## config.mk

```make
export PLATFORM = sky130hd
export DESIGN_NAME = multicycle_ctrl_flat
export DESIGN_NICKNAME = d
export VERILOG_FILES = /design/src/rtl/cpu_ctrl_pkg.sv /design/src/rtl/multicycle_ctrl_if.sv /design/src/rtl/retire_counter.sv /design/src/rtl/multicycle_ctrl.sv /design/src/flat_wrapper.sv
export SDC_FILE = /design/constraint.sdc
export NUM_CORES = 1
export LEC_CHECK = 0
export CAP_MARGIN = 20
export CORE_ASPECT_RATIO = 1.25
export CORE_MARGIN = 2
export CORE_UTILIZATION = 30
export DETAILED_ROUTE_END_ITERATION = 6
export PLACE_DENSITY_LB_ADDON = 0.05
export SLEW_MARGIN = 20
export SYNTH_ARGS = -nofsm -noshare
export SYNTH_HDL_FRONTEND = slang
export SYNTH_SLANG_ARGS = --single-unit
```

## constraint.sdc

```tcl
create_clock -name clk_i -period 4.5 [get_ports clk_i]
set_clock_uncertainty 0.05 [all_clocks]
set_input_delay 0.675 -clock clk_i [delete_from_list [all_inputs] [get_ports clk_i]]
set_output_delay 0.675 -clock clk_i [all_outputs]
set_load 0.03 [all_outputs]
```

## src/rtl/cpu_ctrl_pkg.sv

```systemverilog
// Shared constants and types for the multicycle CPU control path.
// Holds FSM state encodings, the two supported opcodes, the ALU class
// codes and the ALUOp lookup. Control and ALU_Control import this package
// as well, so these encodings must stay in lockstep across those blocks.
package cpu_ctrl_pkg;

  localparam int unsigned STATE_W = 3;
  localparam int unsigned OPC_W   = 7;
  localparam int unsigned ALUOP_W = 2;

  typedef enum logic [STATE_W-1:0] {
    S_IDLE   = 3'd0,
    S_FETCH  = 3'd1,
    S_DECODE = 3'd2,
    S_EXEC   = 3'd3,
    S_WB     = 3'd4,
    S_HALT   = 3'd5
  } state_t;

  // Instruction class captured in DECODE, consumed in EXEC and WB.
  typedef enum logic {
    CLASS_R = 1'b0,
    CLASS_I = 1'b1
  } alu_class_t;

  localparam logic [OPC_W-1:0] OPC_R_TYPE = 7'b0110011;
  localparam logic [OPC_W-1:0] OPC_I_ALU  = 7'b0010011;

  localparam logic [ALUOP_W-1:0] ALUOP_NONE = 2'b00;
  localparam logic [ALUOP_W-1:0] ALUOP_R    = 2'b10;
  localparam logic [ALUOP_W-1:0] ALUOP_I    = 2'b11;

  // ALU class code presented to ALU_Control for a latched class.
  function automatic logic [ALUOP_W-1:0] alu_op_of(input alu_class_t c);
    return (c == CLASS_I) ? ALUOP_I : ALUOP_R;
  endfunction

endpackage

```

## src/rtl/multicycle_ctrl_if.sv

```systemverilog
// Instruction-fetch handshake between the controller and instruction memory.
//   imem_req_o   : controller -> memory, fetch request (high for all of FETCH)
//   imem_ready_i : memory -> controller, fetched data valid this cycle
//   Op_i         : opcode field instr[6:0] of the instruction register
//   IRWrite_o    : controller -> datapath, load instruction register
// Signal suffixes are from the controller's point of view.
interface multicycle_ctrl_if;
  import cpu_ctrl_pkg::*;

  logic             imem_req_o;
  logic             imem_ready_i;
  logic             IRWrite_o;
  logic [OPC_W-1:0] Op_i;

  modport master (
    output imem_req_o,
    output IRWrite_o,
    input  imem_ready_i,
    input  Op_i
  );

  modport slave (
    input  imem_req_o,
    input  IRWrite_o,
    output imem_ready_i,
    output Op_i
  );

endinterface

```

## src/rtl/retire_counter.sv

```systemverilog
// Free-running retired-instruction counter; wraps silently at 2^CNT_W.
//   clk_i   : clock
//   rst_i   : synchronous active-high reset, clears the count
//   inc_i   : count one retirement at this rising edge
//   count_o : current count (registered)
module retire_counter #(
  parameter int unsigned CNT_W = 32
) (
  input  logic             clk_i,
  input  logic             rst_i,
  input  logic             inc_i,
  output logic [CNT_W-1:0] count_o
);

  always_ff @(posedge clk_i) begin
    if (rst_i) begin
      count_o <= '0;
    end else if (inc_i) begin
      count_o <= count_o + CNT_W'(1);
    end
  end

endmodule

```

## src/rtl/multicycle_ctrl.sv

```systemverilog
// Multicycle CPU control FSM: IDLE -> FETCH -> DECODE -> EXEC -> WB.
// Decodes R-type and I-type ALU opcodes; any other opcode halts the core
// with a sticky illegal flag until reset.
//   clk_i, rst_i : clock, synchronous active-high reset
//   start_i      : run enable, sampled in IDLE and WB
//   imem         : fetch handshake (imem_req_o, imem_ready_i, Op_i, IRWrite_o)
//   PCWrite_o    : load PC with PC+4 (WB only)
//   RegWrite_o   : register-file write enable (WB only)
//   ALUSrc_o     : 0 = RS2, 1 = immediate
//   ALUOp_o      : ALU class code to ALU_Control
//   state_o      : current state encoding
//   illegal_o    : sticky illegal-opcode flag
//   retired_o    : completed-instruction count
module multicycle_ctrl
  import cpu_ctrl_pkg::*;
#(
  parameter int unsigned CNT_W = 32
) (
  input  logic                clk_i,
  input  logic                rst_i,
  input  logic                start_i,
  multicycle_ctrl_if.master   imem,
  output logic                PCWrite_o,
  output logic                RegWrite_o,
  output logic                ALUSrc_o,
  output logic [ALUOP_W-1:0]  ALUOp_o,
  output logic [STATE_W-1:0]  state_o,
  output logic                illegal_o,
  output logic [CNT_W-1:0]    retired_o
);

  state_t       state_q, state_d;
  alu_class_t   class_q, class_d;
  logic         illegal_q, illegal_d;
  logic         imem_req_q;
  logic         wb_q;
  logic         alu_src_q;
  logic [ALUOP_W-1:0] alu_op_q;
  logic         alu_phase_d;

  // Next-state and decode.
  always_comb begin
    state_d   = state_q;
    class_d   = class_q;
    illegal_d = illegal_q;
    unique case (state_q)
      S_IDLE: begin
        if (start_i) state_d = S_FETCH;
      end
      S_FETCH: begin
        if (imem.imem_ready_i) state_d = S_DECODE;
      end
      S_DECODE: begin
        if (imem.Op_i == OPC_R_TYPE) begin
          state_d = S_EXEC;
          class_d = CLASS_R;
        end else if (imem.Op_i == OPC_I_ALU) begin
          state_d = S_EXEC;
          class_d = CLASS_I;
        end else begin
          state_d   = S_HALT;
          illegal_d = 1'b1;
        end
      end
      S_EXEC: begin
        state_d = S_WB;
      end
      S_WB: begin
        state_d = start_i ? S_FETCH : S_IDLE;
      end
      S_HALT: begin
        state_d = S_HALT;
      end
      default: begin
        state_d = S_IDLE;
      end
    endcase
  end

  assign alu_phase_d = (state_d == S_EXEC) || (state_d == S_WB);

  // State register; strobes are pre-decoded from the next state so they
  // come straight out of flops yet line up with the state they belong to.
  always_ff @(posedge clk_i) begin
    if (rst_i) begin
      state_q    <= S_IDLE;
      class_q    <= CLASS_R;
      illegal_q  <= 1'b0;
      imem_req_q <= 1'b0;
      wb_q       <= 1'b0;
      alu_src_q  <= 1'b0;
      alu_op_q   <= ALUOP_NONE;
    end else begin
      state_q    <= state_d;
      class_q    <= class_d;
      illegal_q  <= illegal_d;
      imem_req_q <= (state_d == S_FETCH);
      wb_q       <= (state_d == S_WB);
      alu_src_q  <= alu_phase_d && (class_d == CLASS_I);
      alu_op_q   <= alu_phase_d ? alu_op_of(class_d) : ALUOP_NONE;
    end
  end

  // IRWrite is the one strobe allowed to follow imem_ready_i combinationally.
  assign imem.IRWrite_o  = (state_q == S_FETCH) && imem.imem_ready_i;
  assign imem.imem_req_o = imem_req_q;
  assign PCWrite_o       = wb_q;
  assign RegWrite_o      = wb_q;
  assign ALUSrc_o        = alu_src_q;
  assign ALUOp_o         = alu_op_q;
  assign state_o         = state_q;
  assign illegal_o       = illegal_q;

  // A retirement is counted at the edge leaving WB.
  retire_counter #(
    .CNT_W (CNT_W)
  ) u_retire_counter (
    .clk_i   (clk_i),
    .rst_i   (rst_i),
    .inc_i   (state_q == S_WB),
    .count_o (retired_o)
  );

endmodule
```

## src/flat_wrapper.sv

```systemverilog
// flat-port wrapper written by rule: the top's interface ports become plain ports
module multicycle_ctrl_flat import cpu_ctrl_pkg::*;
#(
  parameter int unsigned CNT_W = 32
)
  (clk_i, rst_i, start_i, PCWrite_o, RegWrite_o, ALUSrc_o, ALUOp_o, state_o, illegal_o, retired_o, imem_imem_req_o, imem_IRWrite_o, imem_imem_ready_i, imem_Op_i);
  multicycle_ctrl_if imem_i ();
  input  logic clk_i;
  input  logic rst_i;
  input  logic start_i;
  output logic PCWrite_o;
  output logic RegWrite_o;
  output logic ALUSrc_o;
  output logic [ALUOP_W-1:0] ALUOp_o;
  output logic [STATE_W-1:0] state_o;
  output logic illegal_o;
  output logic [CNT_W-1:0] retired_o;
  output wire logic [$bits(imem_i.imem_req_o)-1:0] imem_imem_req_o;
  output wire logic [$bits(imem_i.IRWrite_o)-1:0] imem_IRWrite_o;
  input wire logic [$bits(imem_i.imem_ready_i)-1:0] imem_imem_ready_i;
  input wire logic [$bits(imem_i.Op_i)-1:0] imem_Op_i;
  assign imem_imem_req_o = imem_i.imem_req_o;
  assign imem_IRWrite_o = imem_i.IRWrite_o;
  assign imem_i.imem_ready_i = imem_imem_ready_i;
  assign imem_i.Op_i = imem_Op_i;
  multicycle_ctrl #(.CNT_W(CNT_W)) u_core (.clk_i(clk_i), .rst_i(rst_i), .start_i(start_i), .imem(imem_i), .PCWrite_o(PCWrite_o), .RegWrite_o(RegWrite_o), .ALUSrc_o(ALUSrc_o), .ALUOp_o(ALUOp_o), .state_o(state_o), .illegal_o(illegal_o), .retired_o(retired_o));
endmodule
```

# Word level (Yosys, flattened, before mapping)
# Cells that the tools add are included.
[word_totals]
ff_bits = 42
input_bits = 11
output_inout_bits = 43
word_cells = 38
[op_classes]
addsub = 1
eq_ne = 10
mux = 10
bitwise_logic = 3
reduce_logical = 6
[ops]
columns = ["operator", "count"]
rows = [
  ["$add 32x1->32 const B", 1],
  ["$pmux 3 s6", 1],
  ["$mux 3", 4],
  ["$eq 3x2->1 const B", 3],
  ["$eq 3x3->1 const B", 3],
  ["$eq 7x5->1 const B", 1],
  ["$eq 7x6->1 const B", 1],
  ["$eq 3x1->1 const B", 2],
  ["$mux 1", 5],
  ["$logic_not 3->1", 1],
  ["$not 1->1", 3],
  ["$reduce_and 3->1", 1],
  ["$logic_and 1x1->1", 2],
  ["$reduce_or 2->1", 1],
  ["$logic_or 1x1->1", 1],
]

# Logic depth before layout (Yosys ltp)
# Gate-level depths: netlist (run 1).
[logic_depth]
ltp_word = 8
depth_mapped = 7
mapped_depth_nobuf = 6

# Hierarchy
# Synthesis (run 1) repeated with hierarchy kept, for this count alone.
[unflattened]
cells_unflattened = 231
area_unflattened_um2 = 2040.7
[by_module_without_submodules]
columns = ["module", "instances", "cells_per_inst", "area_each_um2", "seq_area_each_um2"]
rows = [
  ["retire_counter", 1, 181, 1564.0, 640.6],
  ["multicycle_ctrl", 1, 50, 476.7, 200.2],
]

# Worst setup path after synthesis (run 1)
# OpenSTA, ideal clock, no wires.
[synth_path]
path_kind = "register to register"
from = "register u_core.state_q[2] (netlist: u_core.state_o[2])"
to = "register u_core.u_retire_counter.count_o[31]"
setup_ps = 70
t_arrival_ps = 2281
t_required_ps = 4380
setup_slack_ps = 2099
stages_incl_launch_ff = 7
path_buffers = 1
synth_period_minus_slack_ps = 2401
path_cell_list = "dfxtp_1 or3b_1 buf_2 nor4_4 nand3_4 or4_1 a21oi_1"
[synth_between]
elab_chain_cells = 1
[synth_rtl]
columns = ["item", "line_no", "source"]
rows = [
  ["start: declaration", "multicycle_ctrl.sv:32", "state_t state_q, state_d;"],
  ["start signal: assignment", "multicycle_ctrl.sv:94", "state_q <= state_d;"],
  ["$eq 3x3->1", "multicycle_ctrl.sv:120", ".inc_i (state_q == S_WB),"],
  ["end signal: assignment", "retire_counter.sv:19", "count_o <= count_o + CNT_W'(1);"],
  ["end: declaration", "retire_counter.sv:12", "output logic [CNT_W-1:0] count_o"],
]
# Every way passes these cells.
# A chain may end at the register's enable or synchronous reset.

# Worst setup path in the final report (run 1)
[layout_path]
from = "input imem_imem_ready_i"
to = "output imem_IRWrite_o"
[layout_between]
elab_chain_cells = 1
[layout_rtl]
columns = ["item", "line_no", "source"]
rows = [
  ["start: declaration", "flat_wrapper.sv:20", "input wire logic [$bits(imem_i.imem_ready_i)-1:0] imem_imem_ready_i;"],
  ["$logic_and 1x1->1", "multicycle_ctrl.sv:105", "assign imem.IRWrite_o = (state_q == S_FETCH) && imem.imem_ready_i;"],
  ["end: declaration", "flat_wrapper.sv:19", "output wire logic [$bits(imem_i.IRWrite_o)-1:0] imem_IRWrite_o;"],
]
# Every way passes these cells.

==> results of run 1 <==
-- worst max-delay path by stage --
| stage | startpoint | endpoint | slack (ns) |
|---|---|---|---|
| final | imem_imem_ready_i | imem_IRWrite_o | 1.70 |
| after floorplan | u_core.state_o[2]$_SDFF_PP0_ | u_core.u_retire_counter.count_o[31]$_SDFFE_PP0N_ | 2.10 |
| after detailed placement | imem_imem_ready_i | imem_IRWrite_o | 1.70 |
| after global routing | imem_imem_ready_i | imem_IRWrite_o | 1.64 |
| after CTS | imem_imem_ready_i | imem_IRWrite_o | 1.70 |
| after global placement | imem_imem_ready_i | imem_IRWrite_o | 1.72 |
-- cell usage after synthesis, types with 2 or more instances --
master / count / share of area
and2b_1: 2 / 0.0080
nand4_1: 12 / 0.040
nand2_1: 15 / 0.030
clkbuf_1: 8 / 0.016
xnor2_1: 6 / 0.028
and4_1: 2 / 0.0094
dfxtp_1: 42 / 0.45
o31ai_1: 2 / 0.0080
nor2_1: 32 / 0.064
xor2_1: 18 / 0.084
nor4_1: 2 / 0.0067
nor3_1: 6 / 0.016
o21ai_0: 8 / 0.021
and3_1: 4 / 0.013
nand3b_1: 2 / 0.0080
nand3_1: 11 / 0.029
or4_1: 2 / 0.0080
inv_1: 3 / 0.0060
a21oi_1: 11 / 0.029
nor2b_1: 3 / 0.010
a211oi_1: 2 / 0.0080
or3_1: 6 / 0.020
a21o_1: 2 / 0.0080
-- through the flow --
step / hold WS, ns / util / power [mW] / cell area (µm²)
after floorplan: 0.400 / - / 0.411 / 1870
after global placement: 0.404 / 0.407 / 0.433 / 2480
after detailed placement: 0.418 / 0.407 / 0.433 / 2480
after CTS: 0.433 / 0.430 / 0.814 / 2620
after global routing: 0.453 / 0.430 / 0.829 / 2620
final: 0.431 / 0.430 / 0.797 / 2620
-- cells by family after synthesis --
logic type | Yosys count | synth area share
AOI/OAI and AO/OA | 27 | 0.0838
xor gates and xnor gates | 24 | 0.113
adders and majority gates | 1 | 0.00670
buffers and inverters | 13 | 0.0288
DFF | 42 | 0.450
muxes | 1 | 0.00536
and+or+nand+nor | 107 | 0.312
-- report_power, final --
group | total (mW) | internal, mW | switching, mW
clock | 0.373 | 0.237 | 0.136
sequential | 0.380 | 0.375 | 0.00516
combinational | 0.0435 | 0.0212 | 0.0224
-- final cells by class --
class,count,area (µm²)
fill,629,3470
multi-input combinational,160,972
sequential,42,841
timing repair buffer,55,546
tap,85,106
clock buffer,6,82.6
clock inverter,2,60.1
inverter,3,11.3
-- worst min-delay path: cells and delay by family, from the launching register on --
family / cells / cell delay [ns]
simple gates: 1 / 0.06
compound gates: 1 / 0.05
flops: 1 / 0.33
-- metal layers --
metal  part of all wire  vias up
li1                   -      852
met5                  0        -
met1               0.46      757
met3              0.033        5
met2               0.49       35
met4              0.013        0
-- sequential cells by signal, summed over array words and instances, names as in the netlist --
name	cells
u_core.ALUOp_o	2
u_core.ALUSrc_o	1
u_core.PCWrite_o	1
u_core.class_q	1
u_core.illegal_o	1
u_core.imem.imem_req_o	1
u_core.state_o	3
u_core.u_retire_counter.count_o	32
==> run_results.csv, run 1 <==
group,metric,value,unit
status,status,"finished, final reports clean",
critical_path,criticalPathCategory,"in2out",
floorplan,die_area,6870,µm²
floorplan,core,6090,µm²
yosys,ys_seq_area_frac,0.450,
detailed_routing,via_per_inst,4.67,
global_routing,grt_use_met3,0.0330,
critical_path,cp.depth,3,
detailed_routing,drtIter0Drc,59,
detailed_routing,dr.pass1.iters,4,
sta,setup_viol,0,
placed_design,portBuffers,53,
placed_design,post-dp-hpwl,3170,µm
sta,slew_headroom,0.460,
global_routing,grt_pass1_vias,1581,
critical_path,worst-path-buf-inv,2,
yosys,synthFlopType,"dfxtp_1",
sta,min_period,2.80,ns
global_routing,grtUsageMet2,0.226,
floorplan,dieWidth,74.6,µm
critical_path,path_delay_family,"buffers and inverters",
yosys,syn_avg_cell_area,8.68,µm²
power,ir_worst_vdd,0.153,mV
power,p_leak,0.888,nW
global_routing,top_usage_layer,"met2",
detailed_routing,vias,1649,
floorplan,initial_utilization,0.307,
clock_tree,clkLatencyLatePin,0.30,ns
clock_tree,h-tree-depth,2,
detailed_routing,drcViolationCount,0,
sta,worst_pin_slew,0.804,ns
layout,drive_gt1_frac,0.0522,
global_routing,met1_usage,0.175,
global_routing,antenna_found_initial,0,
placed_design,dp_cells,345,
yosys,synthCells,215,
worst_hold_path,min_path_type,"reg2reg",
global_routing,grt_max_degree,22,
floorplan,ios,54,
critical_path,max_stage_delay,0.66,ns
clock_tree,cts_max_path_buffers,2,
critical_path,crit_arrival,2.07,ns
global_routing,globalRouteOverflowTotal,0,
placed_design,place_congestion,0.738,
critical_path,cp.required,3.77,ns
yosys,syn_nets,227,
detailed_routing,ant_nets,0,
sta,fin_crit_sh,0.622,
global_routing,grt_use_total,0.140,
sta,setup_tns,0,ns
clock_tree,cts_setup_buffers,0,
power,power_density,304,nW/µm²
layout,synthToLayoutAreaGrowth,40.3,%
clock_tree,cts.sinks,42,
clock_tree,post_cts_resize_count,0,
clock_tree,clkTransAtPathRegs,0.08,ns
layout,layout_common_cells,"clkdlybuf4s50_1, dfxtp_1, nor2_1, xor2_1, nand2_1",
floorplan,rows,32,
floorplan,die_height,92.2,µm
sta,fin_ws,1.70,ns
layout,nets,279,
clock_tree,cts_tree,"yes",
critical_path,start_kind,"input pin",
worst_hold_path,hold_path.startpoint,"u_core.class_q$_SDFF_PP0_",
sta,maxSlewViolCount,0,
placed_design,pre_cts_ws,1.70,ns
critical_path,critical_path.max_fanout,4,
yosys,netlist-cell-type-count,37,
sta,fmax,357,MHz
critical_path,end_kind,"output pin",
layout,layout_commonest_cell,"clkdlybuf4s50_1",
yosys,ys_async_sr_fraction,0,
clock_tree,cts-buffers-inserted,5,
sta,hold_violations,0,
yosys,synth_edf_count,0,
detailed_routing,routedWlPerCell,12.6,µm
global_routing,grt_pass1_wl,7490,µm
yosys,yosys_warnings,0,
yosys,syn_area,1870,µm²
clock_tree,ctsRootBufferMaster,"clkbuf_8",
detailed_routing,finalWirelength,4440,µm
yosys,synth-seq-cells,42,
critical_path,r2r_cells,5,
critical_path,path_common_cell,"clkdlybuf4s50_1",
job,maxCapViolCount,0,
sta,rsz0062_at_grt,"no",
critical_path,r2r-end,"u_core.u_retire_counter.count_o[31]$_SDFFE_PP0N_",
critical_path,cp_slowest_cell,"clkdlybuf4s50_1",
layout,final_cells,353,
critical_path,path_cells,"clkdlybuf4s50_1, and4bb_2, clkdlybuf4s50_1",
critical_path,reg2reg_from,"u_core.state_o[2]$_SDFF_PP0_",
layout,antenna_cells,0,
worst_hold_path,whs_path_depth,2,
clock_tree,postCtsHoldBufs,0,
worst_hold_path,hold_end,"u_core.class_q$_SDFF_PP0_",
critical_path,rrSetupSlack,1.98,ns
No activity file was read; power rests on OpenSTA's default activity.
==> run 2, diff against run 1 <==
==> constraint.sdc (replaced) <==
create_clock -name clk_i -period 2.6 [get_ports clk_i]
set_clock_uncertainty 0.05 [all_clocks]
set_input_delay 0.39 -clock clk_i [delete_from_list [all_inputs] [get_ports clk_i]]
set_output_delay 0.39 -clock clk_i [all_outputs]
set_load 0.03 [all_outputs]
==> run 2 against run 1 <==
  * Sequential share of layout area is 0.19 points higher
  * Routed wire length is 1.0% lower
  * Register-to-register slack worse by 1.6 ns
  * Setup slack worse by 1.3 ns
  * Combinational power is 94% higher
  * Power is 45% higher
  * Core utilization is 0.25 points lower
  * Global-route usage is 0.32 points lower
  * Largest cell class unchanged
  * Largest power group unchanged
  * Highest routed layer unchanged
==> run_results.csv, run 2 (synthesis gave the netlist of run 1 again) <==
group,metric,value,unit
worst_hold_path,whs_path_depth,1,
sta,setup_viol,0,
layout,drive_gt1_frac,0.0662,
detailed_routing,vias,1680,
placed_design,place_congestion,0.704,
layout,layout_commonest_cell,"clkdlybuf4s50_1",
clock_tree,clkTransAtPathRegs,0.07,ns
global_routing,grtUsageMet2,0.232,
critical_path,start_kind,"input pin",
layout,synthToLayoutAreaGrowth,39.5,%
clock_tree,post_cts_resize_count,0,
clock_tree,postCtsHoldBufs,0,
layout,largest_register_ffs,32,
job,maxCapViolCount,0,
clock_tree,cts_tree,"yes",
clock_tree,cts_max_path_buffers,2,
critical_path,max_stage_delay,0.66,ns
global_routing,top_usage_layer,"met2",
layout,antenna_cells,0,
placed_design,post-dp-hpwl,3250,µm
critical_path,r2r-end,"u_core.u_retire_counter.count_o[31]$_SDFFE_PP0N_",
detailed_routing,finalWirelength,4390,µm
critical_path,r2r_cells,5,
floorplan,initial_utilization,0.307,
floorplan,die_area,6870,µm²
detailed_routing,dr.pass1.iters,4,
floorplan,rows,32,
critical_path,end_kind,"output pin",
global_routing,grt_pass1_vias,1587,
critical_path,crit_arrival,1.79,ns
global_routing,grt_use_total,0.137,
placed_design,dp_cells,351,
floorplan,ios,54,
critical_path,critical_path.max_fanout,4,
detailed_routing,via_per_inst,4.71,
layout,fin_util,0.428,
critical_path,cp-startpoint,"imem_imem_ready_i",
global_routing,grt_use_met3,0.0297,
critical_path,path_cells,"clkdlybuf4s50_1, and4bb_2, clkdlybuf4s50_1",
layout,layout_common_cells,"clkdlybuf4s50_1, dfxtp_1, nor2_1, xor2_1, nand2_1",
detailed_routing,drtIter0Drc,82,
critical_path,path_delay_family,"buffers and inverters",
power,ir_worst_vdd,0.180,mV
clock_tree,cts.sinks,42,
layout,top_register,"u_core.u_retire_counter.count_o",
sta,worst_pin_slew,0.491,ns
global_routing,globalRouteOverflowTotal,0,
clock_tree,cts_setup_buffers,0,
sta,setup_tns,0,ns
sta,fin_crit_sh,0.857,
critical_path,worst-path-buf-inv,2,
worst_hold_path,min_path_type,"reg2reg",
sta,hold_violations,0,
detailed_routing,ant_nets,0,
sta,slew_headroom,0.670,
layout,final_cells,357,
critical_path,cp.depth,3,
floorplan,core,6090,µm²
global_routing,antenna_found_initial,0,
critical_path,rrSetupSlack,0.37,ns
critical_path,reg2reg_from,"u_core.state_o[1]$_SDFF_PP0_",
detailed_routing,drcViolationCount,0,
global_routing,grt_max_degree,22,
floorplan,die_height,92.2,µm
critical_path,cp.required,2.16,ns
worst_hold_path,hold_path.startpoint,"u_core.class_q$_SDFF_PP0_",
sta,rsz0062_at_grt,"no",
clock_tree,cts-buffers-inserted,5,
power,power_density,443,nW/µm²
clock_tree,h-tree-depth,2,
clock_tree,ctsRootBufferMaster,"clkbuf_8",
critical_path,path_common_cell,"clkdlybuf4s50_1",
sta,maxSlewViolCount,0,
sta,min_period,2.23,ns
global_routing,met1_usage,0.169,
critical_path,cp_slowest_cell,"clkdlybuf4s50_1",
layout,nets,285,
status,status,"finished, final reports clean",
critical_path,criticalPathCategory,"in2out",
critical_path,endpoint,"imem_IRWrite_o",
sta,fmax,449,MHz
detailed_routing,routedWlPerCell,12.3,µm
clock_tree,clkLatencyLatePin,0.29,ns
floorplan,dieWidth,74.6,µm
power,p_leak,0.891,nW
global_routing,grt_pass1_wl,7380,µm
placed_design,portBuffers,53,
run 2: worst reg2reg max path, delay by kind of cell (launching register included):
kind	cells	cell delay, ns
compound gates	1	0.15
simple gates	4	1.55
flops	1	0.41
run 2: layout make-up:
type / instances / area (µm²)
well taps: 85 / 106
fillers: 641 / 3480
repair buffers: 61 / 591
multi-input cells: 160 / 972
clock buffers: 6 / 82.6
flip-flops and latches: 42 / 841
inverters: 3 / 11.3
run 2: worst min-delay path by stage:
stage	to	slack, ns
after floorplan	u_core.ALUOp_o[0]$_SDFF_PP0_	0.40
after global placement	u_core.illegal_o$_SDFFE_PP0P_	0.41
after detailed placement	u_core.illegal_o$_SDFFE_PP0P_	0.42
after CTS	u_core.class_q$_SDFF_PP0_	0.44
after global routing	u_core.ALUSrc_o$_SDFF_PP0_	0.46
final	u_core.ALUOp_o[0]$_SDFF_PP0_	0.44
run 2: power breakdown:
group	internal, mW	switching, mW	leakage [nW]
sequential	0.649	0.00433	0.339
combinational	0.0403	0.0440	0.509
clock	0.205	0.210	0.0431
run 2: routing by layer:
layer	up-vias	wire [µm]
met1	774	1920
li1	863	-
met3	8	146
met4	0	63
met5	-	0
met2	35	2260
run 2: stage by stage:
step                worst slack, ns  instance area, µm²  hold WS (ns)  power [mW]
floorplan                     0.199                1870         0.400       0.712
global placement              0.386                2520         0.405       0.754
detailed placement            0.373                2520         0.422       0.753
CTS                           0.355                2600         0.436        1.17
global route                  0.269                2600         0.460        1.21
finish                        0.373                2600         0.442        1.15
